$ cat config.mk
export PLATFORM = sky130hd
export DESIGN_NAME = divider_arbiter
export DESIGN_NICKNAME = d
export VERILOG_FILES = /design/src/rtl/divider_arbiter.sv
export SDC_FILE = /design/constraint.sdc
export NUM_CORES = 1
export LEC_CHECK = 0
export ABC_AREA = 1
export CORE_UTILIZATION = 50
export CTS_BUF_LIST = sky130_fd_sc_hd__clkbuf_4
export CTS_CLUSTER_DIAMETER = 60
export DETAILED_ROUTE_END_ITERATION = 8
export PLACE_DENSITY = 0.94
export SLEW_MARGIN = 40
export SYNTH_ARGS = -nofsm -noshare
export SYNTH_HDL_FRONTEND = slang
export SYNTH_SLANG_ARGS = --single-unit
$ cat constraint.sdc
create_clock -name clk -period 4.44 [get_ports clk]
set_input_delay 1.11 -clock clk [delete_from_list [all_inputs] [get_ports clk]]
set_output_delay 1.11 -clock clk [all_outputs]
set_load 0.005 [all_outputs]
$ cat src/rtl/divider_arbiter.sv
// Round-robin front end sharing one pipelined divider among NUM_REQ requesters.
// Each granted request is registered onto the divider's AXI-stream input channels
// and its requester index is queued in a tag FIFO. Results come back in issue
// order, so each result is routed to the requester at the head of that FIFO.
//
// Ports:
//   clk, rst_n              clock, asynchronous active-low reset
//   req_valid/req_divisor/  per-requester request, operands packed by slice
//   req_dividend
//   req_ready               one-hot grant (combinational)
//   s_axis_divisor_*        divisor channel to the divider
//   s_axis_dividend_*       dividend channel to the divider
//   m_axis_dout_*           divider result, no backpressure
//   rsp_data / rsp_valid    registered result and one-hot owner pulse
//   outstanding             number of divisions in flight
//   err_underflow           sticky: a result arrived with no pending tag
module divider_arbiter #(
   parameter int unsigned NUM_REQ    = 4,
   parameter int unsigned DIVISOR_W  = 32,
   parameter int unsigned DIVIDEND_W = 32,
   parameter int unsigned DOUT_W     = 48,
   parameter int unsigned MAX_OUT    = 16
) (
   input  logic                          clk,
   input  logic                          rst_n,
   input  logic [NUM_REQ-1:0]            req_valid,
   input  logic [NUM_REQ*DIVISOR_W-1:0]  req_divisor,
   input  logic [NUM_REQ*DIVIDEND_W-1:0] req_dividend,
   output logic [NUM_REQ-1:0]            req_ready,
   output logic [DIVISOR_W-1:0]          s_axis_divisor_tdata,
   output logic                          s_axis_divisor_tvalid,
   output logic [DIVIDEND_W-1:0]         s_axis_dividend_tdata,
   output logic                          s_axis_dividend_tvalid,
   input  logic [DOUT_W-1:0]             m_axis_dout_tdata,
   input  logic                          m_axis_dout_tvalid,
   output logic [DOUT_W-1:0]             rsp_data,
   output logic [NUM_REQ-1:0]            rsp_valid,
   output logic [$clog2(MAX_OUT):0]      outstanding,
   output logic                          err_underflow
);

   localparam int unsigned PTR_W = (NUM_REQ > 1) ? $clog2(NUM_REQ) : 1;
   localparam int unsigned AW    = (MAX_OUT > 1) ? $clog2(MAX_OUT) : 1;
   localparam int unsigned CNT_W = $clog2(MAX_OUT) + 1;

   logic [PTR_W-1:0]      r_rr_ptr;
   logic [AW-1:0]         r_wr_ptr;
   logic [AW-1:0]         r_rd_ptr;
   logic [CNT_W-1:0]      r_outstanding;
   logic [PTR_W-1:0]      r_tag_mem [MAX_OUT];
   logic [DIVISOR_W-1:0]  r_divisor;
   logic [DIVIDEND_W-1:0] r_dividend;
   logic                  r_issue;
   logic [DOUT_W-1:0]     r_rsp_data;
   logic [NUM_REQ-1:0]    r_rsp_valid;
   logic                  r_err;

   logic                  w_room;
   logic                  w_push;
   logic                  w_pop;
   logic [NUM_REQ-1:0]    w_grant;
   logic [PTR_W-1:0]      w_grant_idx;
   logic [PTR_W-1:0]      w_head_tag;
   logic [DIVISOR_W-1:0]  w_sel_divisor;
   logic [DIVIDEND_W-1:0] w_sel_dividend;

   // A returning result frees a slot in the same cycle, so a full FIFO can still grant.
   assign w_room     = (r_outstanding < CNT_W'(MAX_OUT)) || m_axis_dout_tvalid;
   assign w_pop      = m_axis_dout_tvalid && (r_outstanding != '0);
   assign w_head_tag = r_tag_mem[r_rd_ptr];

   // Round-robin search starting at r_rr_ptr; first valid requester wins.
   always_comb begin : p_grant
      int unsigned j;
      j              = 0;
      w_push         = 1'b0;
      w_grant        = '0;
      w_grant_idx    = '0;
      w_sel_divisor  = '0;
      w_sel_dividend = '0;
      if (w_room) begin
         for (int unsigned k = 0; k < NUM_REQ; k++) begin
            j = (32'(r_rr_ptr) + k) % NUM_REQ;
            if (!w_push && req_valid[j]) begin
               w_push         = 1'b1;
               w_grant[j]     = 1'b1;
               w_grant_idx    = PTR_W'(j);
               w_sel_divisor  = req_divisor[j*DIVISOR_W +: DIVISOR_W];
               w_sel_dividend = req_dividend[j*DIVIDEND_W +: DIVIDEND_W];
            end
         end
      end
   end

   assign req_ready = w_grant;

   // Tag storage needs no reset: entries are only read after being written.
   always_ff @(posedge clk) begin
      if (w_push) r_tag_mem[r_wr_ptr] <= w_grant_idx;
   end

   // Issue path, tag pointers, response path and in-flight counter.
   always_ff @(posedge clk or negedge rst_n) begin
      if (!rst_n) begin
         r_rr_ptr      <= '0;
         r_wr_ptr      <= '0;
         r_rd_ptr      <= '0;
         r_outstanding <= '0;
         r_divisor     <= '0;
         r_dividend    <= '0;
         r_issue       <= 1'b0;
         r_rsp_data    <= '0;
         r_rsp_valid   <= '0;
         r_err         <= 1'b0;
      end else begin
         r_issue <= w_push;
         if (w_push) begin
            r_divisor  <= w_sel_divisor;
            r_dividend <= w_sel_dividend;
            r_wr_ptr   <= r_wr_ptr + AW'(1);
            r_rr_ptr   <= (32'(w_grant_idx) == NUM_REQ - 1) ? '0 : w_grant_idx + PTR_W'(1);
         end
         if (w_pop) begin
            r_rd_ptr    <= r_rd_ptr + AW'(1);
            r_rsp_data  <= m_axis_dout_tdata;
            r_rsp_valid <= NUM_REQ'(1) << w_head_tag;
         end else begin
            r_rsp_valid <= '0;
         end
         if (m_axis_dout_tvalid && (r_outstanding == '0)) r_err <= 1'b1;
         case ({w_push, w_pop})
            2'b10:   r_outstanding <= r_outstanding + CNT_W'(1);
            2'b01:   r_outstanding <= r_outstanding - CNT_W'(1);
            default: r_outstanding <= r_outstanding;
         endcase
      end
   end

   assign s_axis_divisor_tdata   = r_divisor;
   assign s_axis_divisor_tvalid  = r_issue;
   assign s_axis_dividend_tdata  = r_dividend;
   assign s_axis_dividend_tvalid = r_issue;
   assign rsp_data               = r_rsp_data;
   assign rsp_valid              = r_rsp_valid;
   assign outstanding            = r_outstanding;
   assign err_underflow          = r_err;

endmodule

==> results of run 1 <==
worst max-delay path by stage:
stage                 start            to  slack, ns
2_1_floorplan   r_rr_ptr[1]  req_ready[0]       0.87
3_3_place_gp   req_valid[1]  req_ready[3]      -0.03
3_5_place_dp   req_valid[1]  req_ready[3]       -0.1
4_1_cts        req_valid[1]  req_ready[3]       0.03
5_1_grt        req_valid[1]  req_ready[1]     -0.001
6_report       req_valid[1]  req_ready[1]       0.09
per-stage QoR:
| step | TNS (ns) | setup slack (ns) | utilization | power [mW] |
|---|---|---|---|---|
| 6_report | 0 | 0.0942 | 0.673 | 15.3 |
| 3_3_place_gp | -0.0275 | -0.0275 | 0.656 | 13.4 |
| 4_1_cts | 0 | 0.0312 | 0.669 | 15.0 |
| 2_1_floorplan | 0 | 0.868 | - | 10.9 |
| 5_1_grt | -0.00103 | -0.00103 | 0.673 | 16.8 |
| 3_5_place_dp | -0.158 | -0.0991 | 0.657 | 13.9 |
cell usage in the layout, fill, tap and decap left out, types with 5 or more instances in the layout:
cell and n:
sky130_fd_sc_hd__edfxtp_1 32, sky130_fd_sc_hd__clkdlybuf4s50_1 436, sky130_fd_sc_hd__inv_1 161, sky130_fd_sc_hd__nor2_1 123
sky130_fd_sc_hd__inv_8 5, sky130_fd_sc_hd__nand3_1 101, sky130_fd_sc_hd__nand2_2 5, sky130_fd_sc_hd__xor2_1 9
sky130_fd_sc_hd__mux2i_1 25, sky130_fd_sc_hd__o221ai_1 6, sky130_fd_sc_hd__o21ai_0 313, sky130_fd_sc_hd__dfrtp_1 131
sky130_fd_sc_hd__a21oi_1 28, sky130_fd_sc_hd__buf_4 31, sky130_fd_sc_hd__or2_2 25, sky130_fd_sc_hd__o211ai_1 42
sky130_fd_sc_hd__nand2_1 1113, sky130_fd_sc_hd__clkbuf_4 17, sky130_fd_sc_hd__buf_6 6, sky130_fd_sc_hd__ha_1 16
sky130_fd_sc_hd__o21ai_1 133
power groups by stage:
stage	combinational, mW	clock (mW)	sequential (mW)
after floorplan	8.23	0	2.64
after global placement	10.7	0	2.71
after detailed placement	11.2	0	2.72
after CTS	11.3	0.973	2.70
after global routing	13.0	1.03	2.77
final	11.6	0.951	2.71
repair_timing:
| item | 4_1_cts | 5_1_grt |
|---|---|---|
| setup buffers | 0 | 7 |
| cloned | 1 | 0 |
| resized for setup | 9 | 7 |
| pin swaps | 0 | 6 |
| setup endpoints to repair | 2 | 2 |
routing by layer:
layer  global-route usage  vias up  routed length, um
li1                     -     8570                  -
met1                0.389     7883              19400
met2                0.553     1013              23500
met3               0.0542      195               4440
met4                0.180        0               2440
met5                    0        -                  0
flip-flops by register name, indices dropped and copies added, names as in the netlist:
register                flops
r_tag_mem                  32
s_axis_dividend_tdata      32
r_wr_ptr                    4
s_axis_divisor_tdata       32
err_underflow               1
s_axis_dividend_tvalid      1
r_rd_ptr                    4
r_rr_ptr                    2
outstanding                 5
rsp_valid                   4
rsp_data                   48
critical path, cell delays in order:
cell and delay [ns]:
sky130_fd_sc_hd__clkdlybuf4s50_1 0.44, sky130_fd_sc_hd__nand2_1 0.10, sky130_fd_sc_hd__nand2_1 0.07, sky130_fd_sc_hd__nand2_2 0.10
sky130_fd_sc_hd__nand2_4 0.10, sky130_fd_sc_hd__buf_4 0.15, sky130_fd_sc_hd__a22oi_1 0.21, sky130_fd_sc_hd__nand2_1 0.10
sky130_fd_sc_hd__o21ai_2 0.23, sky130_fd_sc_hd__buf_4 0.16, sky130_fd_sc_hd__inv_1 0.04, sky130_fd_sc_hd__clkdlybuf4s50_1 0.43
kinds of logic after synthesis:
logic type,after synthesis,share of synthesized area
AOI/OAI and AO/OA,532,0.191
xor gates and xnor gates,11,0.00654
adders and majority gates,17,0.0144
buffers and inverters,348,0.108
DFF,165,0.291
muxes,25,0.0170
and+or+nand+nor,1383,0.373
layout make-up:
class,count,area [sq um],area share
multi-input combinational,1968,8900,0.458
timing repair inverter,1,6.26,0.000322
clock inverter,15,178,0.00915
sequential,165,4300,0.221
tap,384,480,0.0247
timing repair buffer,479,4780,0.246
inverter,169,648,0.0334
clock buffer,17,128,0.00657
antenna,1,2.50,0.000129
==> results, run 1 <==
- The TritonCTS clock tree is built.
- Dividing the detail-routed wire length by the instance count gives 15.5 um.
- The number of I/O port buffers is 438.
- The synthesized design contains 32 enable-type register cells.
- Dividing the final minimum period by the clock period gives 0.979.
- Subtracting the final worst setup slack from the clock period gives 4.35 ns.
- Among all cell types in the netlist, the one instantiated most often is sky130_fd_sc_hd__nand2_1.
- The startpoint of the worst-slack reg-to-reg timing path is r_rr_ptr[1].
- After legalization and detailed placement, the total HPWL measured 34.7 mm.
- The initial utilization of the core area, before any placement, comes to 0.510.
- Between clock sinks in the finished design, the worst skew comes to 0.0386 ns.
- The DRC violation count after routing is 0.
- The floorplan step set the die width to 174 um.
- The floorplan step defined a core boundary enclosing 0.0289 sq mm.
- For this run, the register share of the synthesized area comes to 0.291.
- The count of fill cells added during filler insertion is 2428.
- The post-route cell area is 0.0194 sq mm.
- The post-synthesis instance area is 0.0147 sq mm.
- The area growth from synthesis to layout is 31.8%.
- For the worst setup path, the data required time is 3.33 ns.
- The global-route wire length before repair is 80.0 mm.
- The post-placement cell count is 3157.
- The worst slew margin relative to its limit is 0.456.
- Of the cells placed in the final design, the portion with a size suffix greater than 1 is 0.0458.
- The via density per instance is 5.52.
- For this run the aggregate overflow at the end of global routing stands at 0.
- The number of global-route vias before repair came to 16.5k.
- The internal power is 6.87 mW.
- For this design the total switching power over the nets is 8.38 mW.
- The cell area power density is 786 mW/mm^2.
- The initialized floorplan defines 62 standard-cell rows.
- The actual slew at the worst max-slew pin is 0.816 ns.
- The I/O pin count is 439.
- Timing would allow up to 230 MHz.
- The number of antenna violations at the first check in global routing is 1.
- After the last flow step, the layout net total stands at 3129.
- The proportion of synthesized flip-flops having asynchronous set or reset is 0.806.
- The slack of the worst reg-to-reg path is 1.25 ns.
- The net switching share of the total power is 0.549.
- The TritonCTS buffer count is 17.
- In this run the critical register-to-register path is captured at outstanding[4].
- In the post-synthesis netlist, the biggest area contributors are sky130_fd_sc_hd__nand2_1 (28%), sky130_fd_sc_hd__dfrtp_1 (23%), sky130_fd_sc_hd__o21ai_0 (11%).
- The most used flip-flop cell after synthesis is sky130_fd_sc_hd__dfrtp_1.
- The final hold slack is 0.397 ns.
- The number of warnings reported in the yosys synthesis log is 0.
- The flow ran to the end, and the final reports show no timing, DRC or antenna violations.
- The number of violations of the max-capacitance limit is 0.
- After the first detailed-routing iteration, the DRC count stood at 1553.
- The count of pins over their slew limit is 0.
- At the end of routability-driven placement, the weighted congestion stood at 0.907.
- The gate count after technology mapping is 2481.
- The total global routing track utilization is 0.324.
- The library cell used as clock root buffer is sky130_fd_sc_hd__clkbuf_4.
- The leakage component of the power is 9.30 nW.
- VDD sags by at most 0.663 mV.
- The class of the most critical setup path is in -> out.
- The clock network latency to the later pin of the worst-skew pair is 0.58 ns.
- The data arrival time of the worst path is 3.24 ns.
- Yosys mapped the design onto 36 distinct sky130hd cell types.
- The share of the synthesized area in the top cell type is 0.284.
- The mean post-synth cell area is 5.94 sq um.
- The clock sink total is 165.
- The cell area after placement is 0.0189 sq mm.
- The final number of hold-violating endpoints was 0.
- The final route contains 17.7k vias.
- Setup violations remaining at the end of the flow were counted as 0.
- Of the total power, registers draw 0.178.
- After synthesis the netlist holds a flip-flop and latch count of 165.
- The relative contribution of combinational cells to total power is 0.760.
- Entering global routing, the biggest net connects 143 pins.
- In the synthesized netlist, the cells that appear most often are sky130_fd_sc_hd__nand2_1 (1115), sky130_fd_sc_hd__o21ai_0 (313), sky130_fd_sc_hd__inv_1 (161).
- The first-pass iteration count of the detailed router is 6.
- The aggregate routed wire length is 49.7 mm.
- The cell taking the most area after synthesis is sky130_fd_sc_hd__nand2_1.
- Measured along the y axis, the die boundary spans 174 um.
- The floorplan die area is 0.0302 sq mm.
- The worst setup path is launched from an input pin.
- The power share of the clock group is 0.062.
- CTS built an H-tree with a depth of 4.
- The worst-case reg-to-reg path depth is 16.
- The kind of end point of the critical path is an output pin.
- The finished layout holds 3199 standard cells, fillers aside.
- Clock-pin slew was measured on the worst setup and hold paths at 0.21 ns.
- The maximum count of clock buffers along a single path is 2.
- The net count of the mapped netlist is 2809.
- The critical-path maximum fanout is 5.
- The number of buffers inserted by hold repair at cts is 0.
- The class of the tightest hold or removal check is in -> async.
- The final antenna-violating net count is 0.
Power figures use the tool's default switching activity.
==> run 2, diff against run 1 <==
Settings changed: CTS_CLUSTER_DIAMETER 60 to 50.
==> results of run 2 <==
The final DEF is identical to that of run 1; final timing and power are the same.
==> run 3, diff against run 2 <==
Settings changed: CORE_UTILIZATION 50 to 53, CTS_BUF_LIST sky130_fd_sc_hd__clkbuf_4 to unset, PLACE_DENSITY 0.94 to 0.95.
Clock period 4.44 ns to 5.4 ns, I/O delays scaled along.
==> run 3 against run 2 <==
  * Flip-flop and latch count unchanged
  * Non-clock buffer count decreased by 14
  * Register-to-register slack improved by 0.29 ns
  * Critical path depth rose by 1
  * Setup slack improved by 0.20 ns
  * Clock power rose by 34%
  * Combinational power shrank 19%
  * Routed wire length up 1.9%
  * Sequential share of layout area fell by 0.14 points
  * Power fell by 16%
  * Sequential power decreased by 17%
  * Worst hold slack gained 0.079 ns
  * Critical endpoint is now req_ready[2]
  * Largest cell class unchanged
==> results, run 3 (synthesis results as in run 1) <==
- For this design the ratio of total power to cell area is 658 mW/mm^2.
- The actual slew at the worst max-slew pin is 0.897 ns.
- IR analysis of the VDD net gives a maximum drop of 0.572 mV.
- The number of I/O port buffers is 438.
- Of the available clock period, the critical path in the final layout requires 0.945.
- The die covers 0.0285 sq mm.
- The number of antenna violations at the first check in global routing was 2.
- The power share of the clock group is 0.099.
- After detailed routing, the average wire length per cell comes to 16.0 um.
- The total overflow left after global routing is 0.
- The via density per instance is 5.58.
- The area growth from synthesis to layout is 32.6%.
- The maximum count of clock buffers along a single path is 2.
- The final number of hold-violating endpoints came to 0.
- Data on the critical path is required at its endpoint by 4.05 ns.
- The number of nets in the layout is 3114.
- The global-route wire length before repair is 80.3 mm.
- The DRC violation count after routing is 0.
- 439 I/O pins were placed.
- The first-pass iteration count of the detailed router is 6.
- The count of routing violations after the opening detailed-route iteration is 1551.
- The clock sink total is 165.
- The core footprint is 0.0271 sq mm.
- For this design, the CTS-stage hold fixing added 0 buffers.
- The number of violations of the max-capacitance limit is 0.
- The maximum clock frequency is 196 MHz.
- TritonCTS created 17 clock buffers.
- For the finished layout, the period the worst path requires is 5.10 ns.
- The register with the most flip-flops in the layout has 48 of them.
- Once detail routing completed, the nets flagged for antenna violations numbered 0.
- The final clock skew is 0.0174 ns.
- TritonCTS built the clock tree.
- The total number of vias is 17.7k.
- Cell internal power was estimated by the tool at 5.98 mW.
- The library cell used as clock root buffer is sky130_fd_sc_hd__clkbuf_16.
- The worst slew margin relative to its limit is 0.402.
- At the end of routability-driven placement, the weighted congestion stood at 0.946.
- Setup total negative slack on the finished layout was measured at 0 ns.
- Of the total power, combinational logic draws 0.727.
- The worst-case reg-to-reg path depth is 19.
- The fraction of final layout cells with drive strength greater than 1 is 0.0393.
- Counting the fill cells in the layout gives 2161.
- The number of rows created at floorplan is 60.
- Entering global routing, the biggest net connects 138 pins.
- The clock network latency to the later pin of the worst-skew pair is 0.44 ns.
- The most common cell after layout, fill and taps aside is sky130_fd_sc_hd__nand2_1.
- The switching power is 6.87 mW.
- The final critical-path setup slack is 0.299 ns.
- In this run the worst hold path is classified as reg -> reg.
- In the layout the commonest cells are sky130_fd_sc_hd__nand2_1 (1115), sky130_fd_sc_hd__clkdlybuf4s50_1 (437), sky130_fd_sc_hd__o21ai_0 (313).
- The number of global-route vias before repair is 16.6k.
- The run finished with clean final reports.
- Setup violations remaining at the end of the flow were counted as 0.
- The share of total power dissipated in sequential elements is 0.174.
- Clock-pin slew was measured on the worst setup and hold paths at 0.07 ns.
- The die is 169 um wide.
- STA classifies the critical path endpoint as an output pin.
- The H-tree depth is 4.
- The number of gates resized after CTS was 0.
- The footprint of the flip-flops and latches is 0.00430 sq mm.
- The net switching share of the total power is 0.535.
- The critical-path maximum fanout is 26.
- The total global routing track utilization is 0.350.
- The combined area of the multi-input logic cells is 0.00887 sq mm.
- The detailed placer's ending HPWL is 36.0 mm.
- The number of post-CTS setup repair buffers is 0.
- The worst setup path is of the in -> out kind.
- The height of the die is 169 um.
- Setup repair after global routing left no endpoint under its margin.
- The leakage component of the power is 9.35 nW.
- The count of pins over their slew limit was 0.
- The data arrival time of the worst path is 3.75 ns.
- For this configuration, the core starts out at a cell density of 0.544.
- At the placement stage, the worst setup path has a slack of 0.352 ns.
- The count of cells along the worst hold path is 2.
- The routed design has 50.7 mm of wire.
- The nature of the critical path startpoint is an input pin.
==> run 3: through the flow <==
step           instance area, sq um   util  total power [mW]  hold slack (ns)  instances
2_1_floorplan                 14700      -              8.93            0.468       2481
3_3_place_gp                  18900  0.696              10.9            0.461       3137
3_5_place_dp                  18900  0.698              11.4            0.465       3139
4_1_cts                       19500  0.720              12.7            0.482       3171
5_1_grt                       19500  0.721              14.1            0.499       3173
6_report                      19500  0.721              12.9            0.476       3173
==> run 3: final timing paths <==
path,slack (ns),to,from
min in group asynchronous,0.79,s_axis_divisor_tdata[21],rst_n
min,0.48,rsp_data[38],rsp_data[38]
max in group asynchronous,3.62,r_rr_ptr[0],rst_n
max reg2reg,1.54,outstanding[4],r_rr_ptr[0]
min reg2reg,0.48,rsp_data[38],rsp_data[38]
max,0.30,req_ready[2],req_valid[1]
==> run 3: worst max-delay path, cell delays in order <==
cell	delay [ns]
sky130_fd_sc_hd__clkdlybuf4s50_1	0.46
sky130_fd_sc_hd__nand2_1	0.11
sky130_fd_sc_hd__nand2_1	0.06
sky130_fd_sc_hd__nand2_1	0.13
sky130_fd_sc_hd__nand2_4	0.23
sky130_fd_sc_hd__inv_4	0.17
sky130_fd_sc_hd__nand3b_4	0.11
sky130_fd_sc_hd__inv_4	0.25
sky130_fd_sc_hd__nand2_1	0.10
sky130_fd_sc_hd__nand2_1	0.08
sky130_fd_sc_hd__o21ai_1	0.06
sky130_fd_sc_hd__inv_1	0.12
sky130_fd_sc_hd__clkdlybuf4s50_1	0.51
==> run 3: cell type report <==
class                      instances  area share
antenna                            2    0.000256
clock buffer                      17      0.0218
clock inverter                    15     0.00903
inverter                         169      0.0329
multi-input combinational       1968       0.454
sequential                       165       0.220
tap                              372      0.0238
timing repair buffer             465       0.239
==> run 3: power by group through the flow <==
stage / Clock, mW / Combinational (mW) / Sequential, mW
2_1_floorplan: 0 / 6.76 / 2.17
3_3_place_gp: 0 / 8.71 / 2.23
3_5_place_dp: 0 / 9.18 / 2.23
4_1_cts: 1.29 / 9.22 / 2.22
5_1_grt: 1.33 / 10.5 / 2.28
6_report: 1.27 / 9.34 / 2.24
==> run 3: metal layers <==
layer | share of wire | vias up | track usage
li1 | - | 8548 | -
met2 | 0.48 | 1041 | 0.601
met4 | 0.060 | 0 | 0.225
met3 | 0.089 | 212 | 0.0601
met5 | 0 | - | 0
met1 | 0.37 | 7917 | 0.403
